**src/rtl/cacheline_burst_adaptor_if.sv**
```systemverilog
// cacheline_burst_adaptor_if: cache-side line port and memory-side burst port of the adaptor.
interface cacheline_burst_adaptor_if #(
    parameter int LINE_W  = 256,
    parameter int BURST_W = 64,
    parameter int ADDR_W  = 32
);
    logic [LINE_W-1:0]  line_i;
    logic [LINE_W-1:0]  line_o;
    logic [ADDR_W-1:0]  address_i;
    logic               read_i;
    logic               write_i;
    logic               resp_o;
    logic               err_o;
    logic [BURST_W-1:0] burst_i;
    logic [BURST_W-1:0] burst_o;
    logic [ADDR_W-1:0]  address_o;
    logic               read_o;
    logic               write_o;
    logic               resp_i;
    modport slave (
        input  line_i, address_i, read_i, write_i, burst_i, resp_i,
        output line_o, resp_o, err_o, burst_o, address_o, read_o, write_o
    );
    modport master (
        output line_i, address_i, read_i, write_i, burst_i, resp_i,
        input  line_o, resp_o, err_o, burst_o, address_o, read_o, write_o
    );
endinterface

```
**src/rtl/cacheline_burst_adaptor.sv**
```systemverilog
// cacheline_burst_adaptor: turns one cache line read/write into a BEATS-beat memory burst.
// Defining CACHELINE_BURST_TIMEOUT_EN adds a stall watchdog that aborts the burst with err_o.
module cacheline_burst_adaptor #(
    parameter int LINE_W      = 256,
    parameter int BURST_W     = 64,
    parameter int ADDR_W      = 32,
    parameter int TIMEOUT_CYC = 1024
) (
    input logic clk,
    input logic rst,
    cacheline_burst_adaptor_if.slave bus
);
    localparam int BEATS = LINE_W / BURST_W;
    localparam int CNT_W = BEATS > 1 ? $clog2(BEATS) : 1;
    localparam int OFF_W = $clog2(LINE_W / 8);
    localparam logic [ADDR_W-1:0] ALIGN_MASK = ~ADDR_W'((64'd1 << OFF_W) - 64'd1);

    typedef enum logic [1:0] {IDLE, RD_BURST, WR_BURST, DONE} state_t;

    state_t             state_q, state_d;
    logic [CNT_W-1:0]   cnt_q;
    logic [ADDR_W-1:0]  addr_q;
    logic [LINE_W-1:0]  wr_line_q;
    logic [LINE_W-1:0]  rd_line_q;
    logic               in_burst;
    logic               beat;
    logic               last_beat;
    logic               timeout;
    logic               err_q;

    assign in_burst  = state_q == RD_BURST || state_q == WR_BURST;
    assign beat      = in_burst && bus.resp_i;
    assign last_beat = beat && cnt_q == CNT_W'(BEATS - 1);

`ifdef CACHELINE_BURST_TIMEOUT_EN
    localparam int WD_W = $clog2(TIMEOUT_CYC + 1);
    logic [WD_W-1:0] wd_q;
    // wd_q counts stalls seen so far; this cycle's stall is the one that reaches the limit
    assign timeout = in_burst && !bus.resp_i && wd_q == WD_W'(TIMEOUT_CYC - 1);
    always_ff @(posedge clk or negedge rst) begin
        if (!rst) begin
            wd_q  <= '0;
            err_q <= 1'b0;
        end else begin
            wd_q  <= (in_burst && !bus.resp_i) ? wd_q + 1'b1 : '0;
            err_q <= timeout;
        end
    end
`else
    assign timeout = 1'b0;
    assign err_q   = 1'b0;
`endif

    always_ff @(posedge clk or negedge rst) begin
        if (!rst) state_q <= IDLE;
        else      state_q <= state_d;
    end

    always_comb begin
        state_d = state_q;
        case (state_q)
            IDLE:               state_d = bus.write_i ? WR_BURST : bus.read_i ? RD_BURST : IDLE;
            RD_BURST, WR_BURST: state_d = (last_beat || timeout) ? DONE : state_q;
            default:            state_d = IDLE;
        endcase
        bus.read_o  = state_q == RD_BURST;
        bus.write_o = state_q == WR_BURST;
        bus.resp_o  = state_q == DONE;
        bus.err_o   = state_q == DONE && err_q;
        bus.burst_o = state_q == WR_BURST ? wr_line_q[BURST_W*cnt_q +: BURST_W] : '0;
    end

    always_ff @(posedge clk or negedge rst) begin
        if (!rst) begin
            cnt_q     <= '0;
            addr_q    <= '0;
            wr_line_q <= '0;
            rd_line_q <= '0;
        end else begin
            if (state_q == IDLE && (bus.write_i || bus.read_i)) begin
                cnt_q  <= '0;
                addr_q <= bus.address_i & ALIGN_MASK;
            end
            if (state_q == IDLE && bus.write_i) wr_line_q <= bus.line_i;
            if (beat) cnt_q <= cnt_q + 1'b1;
            if (beat && state_q == RD_BURST) rd_line_q[BURST_W*cnt_q +: BURST_W] <= bus.burst_i;
        end
    end

    assign bus.address_o = addr_q;
    assign bus.line_o    = rd_line_q;
endmodule

```
**src/flat_wrapper.sv**
```systemverilog
// flat-port wrapper written by rule: the top's interface ports become plain ports
module cacheline_burst_adaptor_flat 
#(
    parameter int LINE_W      = 256,
    parameter int BURST_W     = 64,
    parameter int ADDR_W      = 32,
    parameter int TIMEOUT_CYC = 1024
)
  (clk, rst, bus_line_i, bus_address_i, bus_read_i, bus_write_i, bus_burst_i, bus_resp_i, bus_line_o, bus_resp_o, bus_err_o, bus_burst_o, bus_address_o, bus_read_o, bus_write_o);
  cacheline_burst_adaptor_if #(.LINE_W(LINE_W), .BURST_W(BURST_W), .ADDR_W(ADDR_W)) bus_i ();
  input logic clk;
  input logic rst;
  input wire logic [$bits(bus_i.line_i)-1:0] bus_line_i;
  input wire logic [$bits(bus_i.address_i)-1:0] bus_address_i;
  input wire logic [$bits(bus_i.read_i)-1:0] bus_read_i;
  input wire logic [$bits(bus_i.write_i)-1:0] bus_write_i;
  input wire logic [$bits(bus_i.burst_i)-1:0] bus_burst_i;
  input wire logic [$bits(bus_i.resp_i)-1:0] bus_resp_i;
  output wire logic [$bits(bus_i.line_o)-1:0] bus_line_o;
  output wire logic [$bits(bus_i.resp_o)-1:0] bus_resp_o;
  output wire logic [$bits(bus_i.err_o)-1:0] bus_err_o;
  output wire logic [$bits(bus_i.burst_o)-1:0] bus_burst_o;
  output wire logic [$bits(bus_i.address_o)-1:0] bus_address_o;
  output wire logic [$bits(bus_i.read_o)-1:0] bus_read_o;
  output wire logic [$bits(bus_i.write_o)-1:0] bus_write_o;
  assign bus_i.line_i = bus_line_i;
  assign bus_i.address_i = bus_address_i;
  assign bus_i.read_i = bus_read_i;
  assign bus_i.write_i = bus_write_i;
  assign bus_i.burst_i = bus_burst_i;
  assign bus_i.resp_i = bus_resp_i;
  assign bus_line_o = bus_i.line_o;
  assign bus_resp_o = bus_i.resp_o;
  assign bus_err_o = bus_i.err_o;
  assign bus_burst_o = bus_i.burst_o;
  assign bus_address_o = bus_i.address_o;
  assign bus_read_o = bus_i.read_o;
  assign bus_write_o = bus_i.write_o;
  cacheline_burst_adaptor #(.LINE_W(LINE_W), .BURST_W(BURST_W), .ADDR_W(ADDR_W), .TIMEOUT_CYC(TIMEOUT_CYC)) u_core (.clk(clk), .rst(rst), .bus(bus_i));
endmodule
```
**config.mk**
```make
export PLATFORM = sky130hd
export DESIGN_NAME = cacheline_burst_adaptor_flat
export DESIGN_NICKNAME = d
export VERILOG_FILES = /design/src/rtl/cacheline_burst_adaptor_if.sv /design/src/rtl/cacheline_burst_adaptor.sv /design/src/flat_wrapper.sv
export SDC_FILE = /design/constraint.sdc
export NUM_CORES = 1
export LEC_CHECK = 0
export ABC_AREA = 1
export CAP_MARGIN = 5
export CORE_AREA = 2 2 277 279
export CTS_CLUSTER_DIAMETER = 100
export DETAILED_ROUTE_END_ITERATION = 8
export DIE_AREA = 0 0 279 281
export PLACE_DENSITY = 0.61
export SETUP_SLACK_MARGIN = 0.15
export SLEW_MARGIN = 40
export SYNTH_ARGS = -nofsm -noshare
export SYNTH_HDL_FRONTEND = slang
export SYNTH_SLANG_ARGS = --single-unit
```
**constraint.sdc**
```tcl
create_clock -name clk -period 2.9 [get_ports clk]
set_input_delay 0.87 -clock clk [delete_from_list [all_inputs] [get_ports clk]]
set_output_delay 0.87 -clock clk [all_outputs]
set_load 0.02 [all_outputs]
```
==> out/results.txt <==
Slew Limit Fails: 0
CP Capture Type: output pin
maximum clock rate: 338 MHz
min setup slack post-route: -0.0591 ns
Die ar.: 78,400 um^2
initial antenna violation count: 13
Core ar.: 75,400 um^2
die width: 279 um
P_int: 0.0218 W
Max Cap Viol: 0
DR iter-0 viols: 1,604
RSZ-0062 raised after global routing: yes
global-route usage over all layers: 0.215
Initial Util: 0.315
Critical path origin: u_core.cnt_q[0]
Filler Cells Inserted: 7,215
vias per cell: 4.75
crit path time final: 2.96 ns
synthesized area per cell: 8.27 um^2
power per cell area: 997 nW/um^2
cts bufs inserted: 66
global-route wire length before repair: 129,000 um
register bit total from synthesis: 543
Hold WS: 0.224 ns
DPL Wire Length: 57,600 um
worst reg2reg setup slack: 0.41 ns
final core utilization: 0.475
Crit path required time: 2.03 ns
Slew headroom: 0.529
remaining global-route overflow: 0
reg2reg end: u_core.bus.line_o[57]
clk_skew: 0.0235 ns
part of the power in registers: 0.306
Place WS: -0.0782 ns
Slew @ Worst Pin: 0.707 ns
Final Hold Viols: 0
CTS max path bufs: 3
Post-Syn Instances: 2,878
RR Startpoint: u_core.cnt_q[0]
DR vias: 21,971
worst vdd ir: 0.000426 V
r2r worst-path depth: 11
Clock Sinks: 543
failing checks: setup timing
total power draw: 0.0358 W
count of final setup violators: 36
leading area contributor after synthesis: dfrtp_1
Wirelength per Cell: 19.4 um
Leak: 17.4 nW
row cnt: 101
post-route ant nets: 0
worst hold-check path type: in -> async
status: finished, violations left
DRT Pass-1 Iters: 6
Clk Latency, worst-skew pair: 0.60 ns
Synth top area share: 0.571
number of distinct library cells after synthesis: 23
Area growth syn-to-layout: 50.7%
startpoint types: register
most frequent cells in the layout: nand2_1 (782), clkdlybuf4s50_1 (633), dfrtp_1 (541)
DRC: 0
Worst Path Arrival: 2.09 ns
Gate power share: 0.455
post-synthesis sequential area ratio: 0.571
pin count of the biggest net entering global routing: 96
Final Cycle Share: 1.02
synth top area cells: dfrtp_1 (57%), nand2_1 (13%), a21oi_1 (6.7%)
vias in the first global route: 21,466
gpl congestion: 0.862
clock root cell: clkbuf_16
Post-Synthesis Cell Area: 23,800 um^2
nets: 3,964
Die H: 281 um
yosys warns: 0
Top Ports: 713
DRT Wirelength: 89,900 um
Net Sw Power: 0.0140 W
commonest non-fill, non-tap cell in the layout: nand2_1
CP Max Fanout: 6
H-tree levels: 3
Worst-path clk slew: 0.06 ns
CTS tree: done
switch share: 0.390
clock share of power: 0.239
fraction of layout cells with a size suffix above 1: 0.125
Port Buffers: 701
kind of critical path: reg -> out
[cell usage after synthesis]
master / n
a21oi_1: 320
nand3_1: 244
clkinv_4: 1
buf_6: 17
o21ai_0: 77
buf_2: 111
nor2_8: 2
clkbuf_1: 25
inv_1: 306
dfrtp_1: 543
ha_1: 10
buf_1: 3
nand2_1: 811
nand2_2: 7
nor2_1: 301
buf_4: 33
nand3_4: 2
nor2_2: 3
inv_2: 4
o21ai_1: 55
conb_1: 1
inv_4: 1
nand2_4: 1
[through the flow]
| step | cell area, um^2 | setup TNS, ns | instances |
|---|---|---|---|
| 2_1_floorplan | 23800 | 0 | 2883 |
| 3_3_place_gp | 32100 | -0.115 | 4463 |
| 3_5_place_dp | 32100 | -0.0782 | 4463 |
| 4_1_cts | 34600 | -6.19 | 4593 |
| 5_1_grt | 35900 | -6.09 | 4628 |
| 6_report | 35900 | -0.962 | 4630 |
[layer usage]
metal / vias up / part of all wire / track usage
li1: 10424 / - / -
met1: 10479 / 0.41 / 0.270
met2: 863 / 0.48 / 0.357
met3: 189 / 0.075 / 0.0535
met4: 16 / 0.034 / 0.0782
met5: - / 0.0012 / 0
[power by group through the flow]
stage	clock network (W)	logic (W)	registers [W]
detailed placement	0	0.0141	0.0111
global placement	0	0.0140	0.0110
finish	0.00855	0.0163	0.0110
floorplan	0	0.00710	0.0120
CTS	0.00876	0.0145	0.0110
global route	0.00905	0.0176	0.0112
[area by class of cell]
type                    instances  area (um^2)  share of cell area
diodes                          6         15.0            0.000419
clock buffers                  96         1920              0.0534
clock inverters                21          323             0.00900
inverters                     312         1190              0.0333
multi-input cells            1839         8620               0.240
flip-flops and latches        543        13600               0.379
well taps                     978         1220              0.0341
repair buffers                833         8940               0.249
repair inverters                2         36.3             0.00101
[sequential cells by signal (all words and copies together), names as in the netlist]
signal,count
u_core.bus.line_o,256
u_core.state_q,2
u_core.bus.address_o,27
u_core.wr_line_q,256
u_core.cnt_q,2
[worst max-delay path by stage]
stage,endpoint,slack (ns),cells past startpoint
6_report,bus_burst_o[33],-0.06,8
3_5_place_dp,bus_burst_o[3],-0.08,7
3_3_place_gp,bus_burst_o[3],-0.12,7
2_1_floorplan,bus_burst_o[10],0.58,5
4_1_cts,bus_burst_o[3],-0.25,6
5_1_grt,bus_burst_o[17],-0.15,8
[cells by family (layout without fill, tap and decap cells)]
kind of cell	after synthesis	in the layout	synth area share
AOI/OAI and AO/OA	452	452	0.0950
buffers and inverters	501	1264	0.0957
and+or+nand+nor	1371	1371	0.233
adders and majority gates	10	10	0.00526
other	1	12	0.000158
DFF	543	543	0.571
[critical path, stage by stage, from the launching register on]
cell and delay (ns):
dfrtp_4 0.43, buf_6 0.17, clkinv_8 0.12, buf_12 0.16, buf_16 0.14, nand2_1 0.05
nand3_1 0.09, a21oi_2 0.19, buf_4 0.16
[repair_timing]
action                                  CTS  global route
endpoints found under the setup margin   67            64
hold buffers                              0             0
resized for setup                       247           308
pin swaps                                 7            48
gates cloned                              6            23
setup buffers                             7             8
Note: power is estimated with default switching activity, not from simulation.
